## config.mk

```make
export PLATFORM = sky130hd
export DESIGN_NAME = branch_resolve_unit
export DESIGN_NICKNAME = d
export VERILOG_FILES = /design/src/rtl/branch_resolve_unit_pkg.sv /design/src/rtl/branch_resolve_unit_cmp.sv /design/src/rtl/branch_resolve_unit.sv
export SDC_FILE = /design/constraint.sdc
export NUM_CORES = 1
export LEC_CHECK = 0
export ABC_AREA = 1
export CAP_MARGIN = 25
export CORE_UTILIZATION = 30
export CTS_BUF_LIST = sky130_fd_sc_hd__clkbuf_8
export CTS_CLUSTER_DIAMETER = 100
export DETAILED_ROUTE_END_ITERATION = 16
export HOLD_SLACK_MARGIN = 0.1
export PLACE_DENSITY = 0.63
export SYNTH_ARGS = -nofsm -noshare
export SYNTH_HDL_FRONTEND = slang
export SYNTH_SLANG_ARGS = --single-unit
```

## constraint.sdc

```tcl
create_clock -name clk -period 6.2 [get_ports clk]
set_clock_uncertainty 0.05 [all_clocks]
set_input_delay 0.93 -clock clk [delete_from_list [all_inputs] [get_ports clk]]
set_output_delay 0.93 -clock clk [all_outputs]
set_load 0.1 [all_outputs]
```

## src/rtl/branch_resolve_unit_pkg.sv

```systemverilog
// Shared types and constants for the branch resolve unit.
package br_pkg;

  // funct3 condition codes; 2 and 3 are unused and resolve not-taken.
  typedef enum logic [2:0] {
    BEQ  = 3'd0,
    BNE  = 3'd1,
    BLT  = 3'd4,
    BGE  = 3'd5,
    BLTU = 3'd6,
    BGEU = 3'd7
  } branch_cond_e;

  // Result register occupancy: EMPTY, freshly loaded (NEW), or stalled (HELD).
  typedef enum logic [1:0] {
    EMPTY = 2'd0,
    NEW   = 2'd1,
    HELD  = 2'd2
  } br_state_e;

  // Distance from an instruction to its fall-through / link address.
  localparam int LINK_OFFSET = 4;

endpackage

```

## src/rtl/branch_resolve_unit_cmp.sv

```systemverilog
// Branch condition evaluator: purely combinational compare of rs1 and rs2.
module branch_cmp
  import br_pkg::*;
#(
  parameter int XLEN = 64
) (
  input  logic [2:0]      branch_cond,
  input  logic [XLEN-1:0] operand1,
  input  logic [XLEN-1:0] operand2,
  output logic            cond
);

  // Select the comparison named by the funct3 code; unused codes give 0.
  always_comb begin
    cond = 1'b0;
    case (branch_cond)
      BEQ:     cond = (operand1 == operand2);
      BNE:     cond = (operand1 != operand2);
      BLT:     cond = ($signed(operand1) <  $signed(operand2));
      BGE:     cond = ($signed(operand1) >= $signed(operand2));
      BLTU:    cond = (operand1 <  operand2);
      BGEU:    cond = (operand1 >= operand2);
      default: cond = 1'b0;
    endcase
  end

endmodule

```

## src/rtl/branch_resolve_unit.sv

```systemverilog
// Branch resolve unit: resolves branch/jump outcome and target, checks the
// front-end prediction, holds a one-entry result register and pulses a
// fetch redirect once per mispredicted entry.
//
// Handshake: a request transfers on a cycle where in_valid && in_ready; a
// result transfers where out_valid && out_ready. A held result keeps all
// out_* stable until it transfers. flush_in discards the held result and
// blocks acceptance in the same cycle.
module branch_resolve_unit
  import br_pkg::*;
#(
  parameter int XLEN   = 64,
  parameter int IALIGN = 32,
  parameter int CNT_W  = 32
) (
  input  logic             clk,
  input  logic             rst_n,
  input  logic             in_valid,
  output logic             in_ready,
  input  logic             branch,
  input  logic             jump,
  input  logic             jalr,
  input  logic [2:0]       branch_cond,
  input  logic [XLEN-1:0]  operand1,
  input  logic [XLEN-1:0]  operand2,
  input  logic [XLEN-1:0]  pc,
  input  logic [XLEN-1:0]  imm,
  input  logic             pred_taken,
  input  logic [XLEN-1:0]  pred_target,
  input  logic             flush_in,
  output logic             out_valid,
  input  logic             out_ready,
  output logic             out_taken,
  output logic [XLEN-1:0]  out_target,
  output logic [XLEN-1:0]  out_link,
  output logic             out_mispredict,
  output logic             out_misaligned,
  output logic             redirect_valid,
  output logic [XLEN-1:0]  redirect_pc,
  output logic [CNT_W-1:0] stat_branches,
  output logic [CNT_W-1:0] stat_mispredicts,
  output br_state_e        dbg_state
);

  // Low target bits that must be zero for a legal taken target.
  localparam logic [1:0] ALIGN_MASK = (IALIGN == 16) ? 2'b01 : 2'b11;
  localparam logic [CNT_W-1:0] CNT_MAX = {CNT_W{1'b1}};

  logic            cond;
  logic            is_cf;
  logic            taken_d;
  logic            misal_d;
  logic            mp_d;
  logic [XLEN-1:0] jalr_sum;
  logic [XLEN-1:0] target_d;
  logic [XLEN-1:0] link_d;
  logic [XLEN-1:0] next_pc_d;
  logic            accept;
  br_state_e       state_q;
  br_state_e       state_d;

  branch_cmp #(.XLEN(XLEN)) u_cmp (
    .branch_cond (branch_cond),
    .operand1    (operand1),
    .operand2    (operand2),
    .cond        (cond)
  );

  // Resolve outcome, target and prediction check for the incoming request.
  always_comb begin
    jalr_sum  = operand1 + imm;
    target_d  = jalr ? {jalr_sum[XLEN-1:1], 1'b0} : (pc + imm);
    link_d    = pc + XLEN'(LINK_OFFSET);
    is_cf     = branch | jump | jalr;
    taken_d   = (branch & cond) | jump | jalr;
    next_pc_d = taken_d ? target_d : link_d;
    misal_d   = taken_d & (|(target_d[1:0] & ALIGN_MASK));
    // A misaligned target traps instead of redirecting fetch.
    mp_d      = ((taken_d != pred_taken) | (taken_d & (target_d != pred_target)))
                & ~misal_d;
  end

  assign out_valid      = (state_q != EMPTY);
  assign redirect_valid = (state_q == NEW) & out_mispredict;
  assign redirect_pc    = out_target;
  // Younger ops are squashed during a redirect, so nothing is taken then.
  assign in_ready       = (~out_valid | out_ready) & ~redirect_valid & ~flush_in;
  assign accept         = in_valid & in_ready;
  assign dbg_state      = state_q;

  // Next-state logic for the result register occupancy.
  always_comb begin
    state_d = state_q;
    case (state_q)
      EMPTY:   if (accept) state_d = NEW;
      NEW:     if (out_ready) state_d = accept ? NEW : EMPTY;
               else           state_d = HELD;
      HELD:    if (out_ready) state_d = accept ? NEW : EMPTY;
      default: state_d = EMPTY;
    endcase
    if (flush_in) state_d = EMPTY;
  end

  // State register.
  always_ff @(posedge clk) begin
    if (!rst_n) state_q <= EMPTY;
    else        state_q <= state_d;
  end

  // Result register, loaded on every accepted request.
  always_ff @(posedge clk) begin
    if (!rst_n) begin
      out_taken      <= 1'b0;
      out_target     <= '0;
      out_link       <= '0;
      out_mispredict <= 1'b0;
      out_misaligned <= 1'b0;
    end else if (accept) begin
      out_taken      <= taken_d;
      out_target     <= next_pc_d;
      out_link       <= link_d;
      out_mispredict <= mp_d;
      out_misaligned <= misal_d;
    end
  end

  // Saturating statistics, counted as an entry is loaded.
  always_ff @(posedge clk) begin
    if (!rst_n) begin
      stat_branches    <= '0;
      stat_mispredicts <= '0;
    end else if (accept) begin
      if (is_cf && stat_branches != CNT_MAX)
        stat_branches <= stat_branches + CNT_W'(1);
      if (mp_d && stat_mispredicts != CNT_MAX)
        stat_mispredicts <= stat_mispredicts + CNT_W'(1);
    end
  end

endmodule

```

==> flow_summary.yaml <==
global_route:
  grt_pass1_vias: 30265
  antenna_found_initial: 26
  grt_first_pass_wirelength_mm: 190
  grt_overflow: 0
  grt_max_degree: 92
  grt.total_usage: 0.285
critical_path:
  reg2reg_depth: 18
  r2r_setup_slack_ns: 2.83
  worstPathRequired_ns: 6.60
  crit_slowest_cell: "o21ai_2"
  cpMostUsedCell: "nand2_1"
  worstReg2RegEnd: "stat_branches[27]"
  end_kind: "flop"
  worstReg2RegStart: "dbg_state[0]"
  cp.arrival_ns: 5.34
  start_kind: "primary input"
  crit_fanout: 33
  cpPeakStageDelay_ns: 0.60
  worstSetupPathType: "primary input to flop"
die:
  rows: 108
  coreArea_um2: 87300
  fp.dieArea_um2: 89800
  pin_count: 596
  die_w_um: 300
  die_h_um: 300
  initial_core_util: 0.305
final_layout:
  seqCellArea_um2: 3940
  nFillCells: 9746
  drive_gt1_frac: 0.0214
  final_cells: 6678
  fin_nets: 6024
  multi_input_area_um2: 17900
  syn_to_final_growth_pct: 27.1
  final_util: 0.387
routing:
  wl_per_cell_um: 19.8
  drtAntennaViolNets: 0
  vias: 32920
  drc: 0
  drt-pass1-iter-count: 6
  dr.first_iter.drc_count: 2599
  viasPerCell: 4.93
  drt-total-wl_mm: 132
clocking:
  cts_sinks: 197
  insertion_delay_ns: 0.51
  cts_hold_buffers: 0
  clkTransAtPathRegs_ns: 0.11
  cts_buffers: 17
  cts_tree: "built"
  cts_setup_buffers: 0
  root_buffer: "clkbuf_8"
  cts_resized: 0
  htreeDepth: 4
  clk_path_buf_depth: 2
logic_synthesis:
  yosysSeqAreaShare: 0.148
  synth_async_sr_flop_share: 0
  synth_edf_count: 0
  synth_common_cells: "1,766 x nand2_1, 1,016 x inv_1, 441 x nor2_1"
  synth_top_area_cell: "nand2_1"
  yosys-top-cells-area: "nand2_1 25%, dfxtp_1 15%, inv_1 14%"
  syn-mean-instance-area_um2: 5.31
  syn_area_um2: 26600
  ys.warnings.count: 0
  yosysMostFrequentCell: "nand2_1"
  synth_seq_cells: 197
  synth_top_flop_cell: "dfxtp_1"
  synth_fp_nets: 5534
  synth_top_area_frac: 0.249
  ys_types: 52
  postSynthCellCount: 5008
pwr:
  combPwrFrac: 0.582
  clockPowerShare: 0.159
  leakage_uw: 0.0177
  switching_power_uw: 2820
  intPower_uw: 2620
  p_total_uw: 5440
  p_sw_frac: 0.518
  p_per_area_nw_per_um2: 161
  worst_ir_drop_vdd_uv: 128
  seqPwrFrac: 0.258
place:
  dp_hpwl_mm: 115
  gp_congestion: 1.02
  dp.cells: 6634
  port_buffers: 595
sta:
  setup_violations: 0
  finalCritPeriodShare: 0.798
  tightestPinTransition_ns: 1.12
  rsz0062_at_grt: "false"
  hold_viol: 0
  drv_slew: 0
  finalSetupTns_ns: 0
  min_period_ns: 4.95
  fmax_ghz: 0.202
  hold_ws_ns: 0.424
  timing.slew.headroom: 0.251
hold_path:
  hold_path_depth: 2
  hold_end: "out_link[1]"
  min_path_type: "flop to flop"
  min_from: "out_link[1]"
status:
  outcome: "finished clean"
flow_run:
  drv_cap: 0
## registers in the layout, summed over array words and instances (netlist names)
name	flops
dbg_state	2
out_link	64
out_misaligned	1
out_mispredict	1
out_taken	1
out_target	64
stat_branches	32
stat_mispredicts	32
## per-stage QoR
step | instance area (µm²) | setup slack, ns
3_3_place_gp | 33300 | 0.831
5_1_grt | 33800 | 0.827
4_1_cts | 33700 | 1.29
2_1_floorplan | 26600 | 1.47
6_report | 33800 | 1.25
3_5_place_dp | 33400 | 0.728
## worst max-delay path, delay by kind of cell
family                     cells  cell delay [ns]
and+or+nand+nor               17             2.76
buffers and inverters          6             0.76
AOI/OAI and AO/OA              1             0.60
adders and majority gates      1             0.28
## how the worst max path moves through the flow
stage,to,from,slack (ns)
floorplan,stat_branches[27],dbg_state[1],1.47
global placement,stat_mispredicts[1],operand2[15],0.83
detailed placement,stat_mispredicts[21],operand2[15],0.73
CTS,stat_mispredicts[21],operand2[15],1.29
global route,stat_mispredicts[14],operand2[15],0.83
finish,stat_mispredicts[1],operand2[15],1.25
## logic make-up after synthesis
logic type,Yosys count,share of synthesized area
flip-flops,197,0.148
AND/OR/NAND/NOR,2913,0.460
buffers and inverters,1179,0.177
XOR/XNOR,76,0.0250
AO/OA/AOI/OAI,449,0.0973
adder cells (fa/ha/maj),194,0.0919
## layout make-up
type / count / area share
diodes: 15 / 0.00111
well taps: 1155 / 0.0428
repair buffers: 618 / 0.183
clock inverters: 10 / 0.00326
inverters: 1032 / 0.115
flip-flops and latches: 197 / 0.117
multi-input cells: 3632 / 0.531
clock buffers: 19 / 0.00774
## cells in the final DEF (no fill, tap or decap), drive strengths merged, types with 2 or more instances in the layout
cell type	instances
a211oi	4
a21boi	2
a21o	4
a21oi	194
a221oi	3
a31oi	19
and2	4
buf	26
bufinv	2
clkbuf	19
clkdlybuf4s50	592
clkinv	6
clkinvlp	2
dfxtp	197
diode	15
fa	2
ha	192
inv	1032
nand2	1775
nand3	422
nand3b	40
nand4	86
nor2	458
nor3	86
nor3b	4
nor4	28
o211ai	32
o21a	10
o21ai	117
o21bai	59
o221ai	2
or2	7
xnor2	14
xor2	62
## power groups by stage
stage,combinational [µW],clock [µW],sequential (µW)
after floorplan,1580,0,1910
after global placement,3110,0,1440
after detailed placement,3120,0,1440
after CTS,3130,890,1410
after global routing,3400,941,1420
final,3170,867,1410
## per-layer routing
layer | vias up | global-route usage | share of wire | routed length [µm]
met5 | - | 0 | 0.0012 | 153
met4 | 24 | 0.105 | 0.036 | 4790
met3 | 211 | 0.0456 | 0.075 | 9900
met2 | 1232 | 0.476 | 0.46 | 61000
met1 | 14966 | 0.368 | 0.43 | 56600
li1 | 16487 | - | - | -
Power figures use the tool's default switching activity.
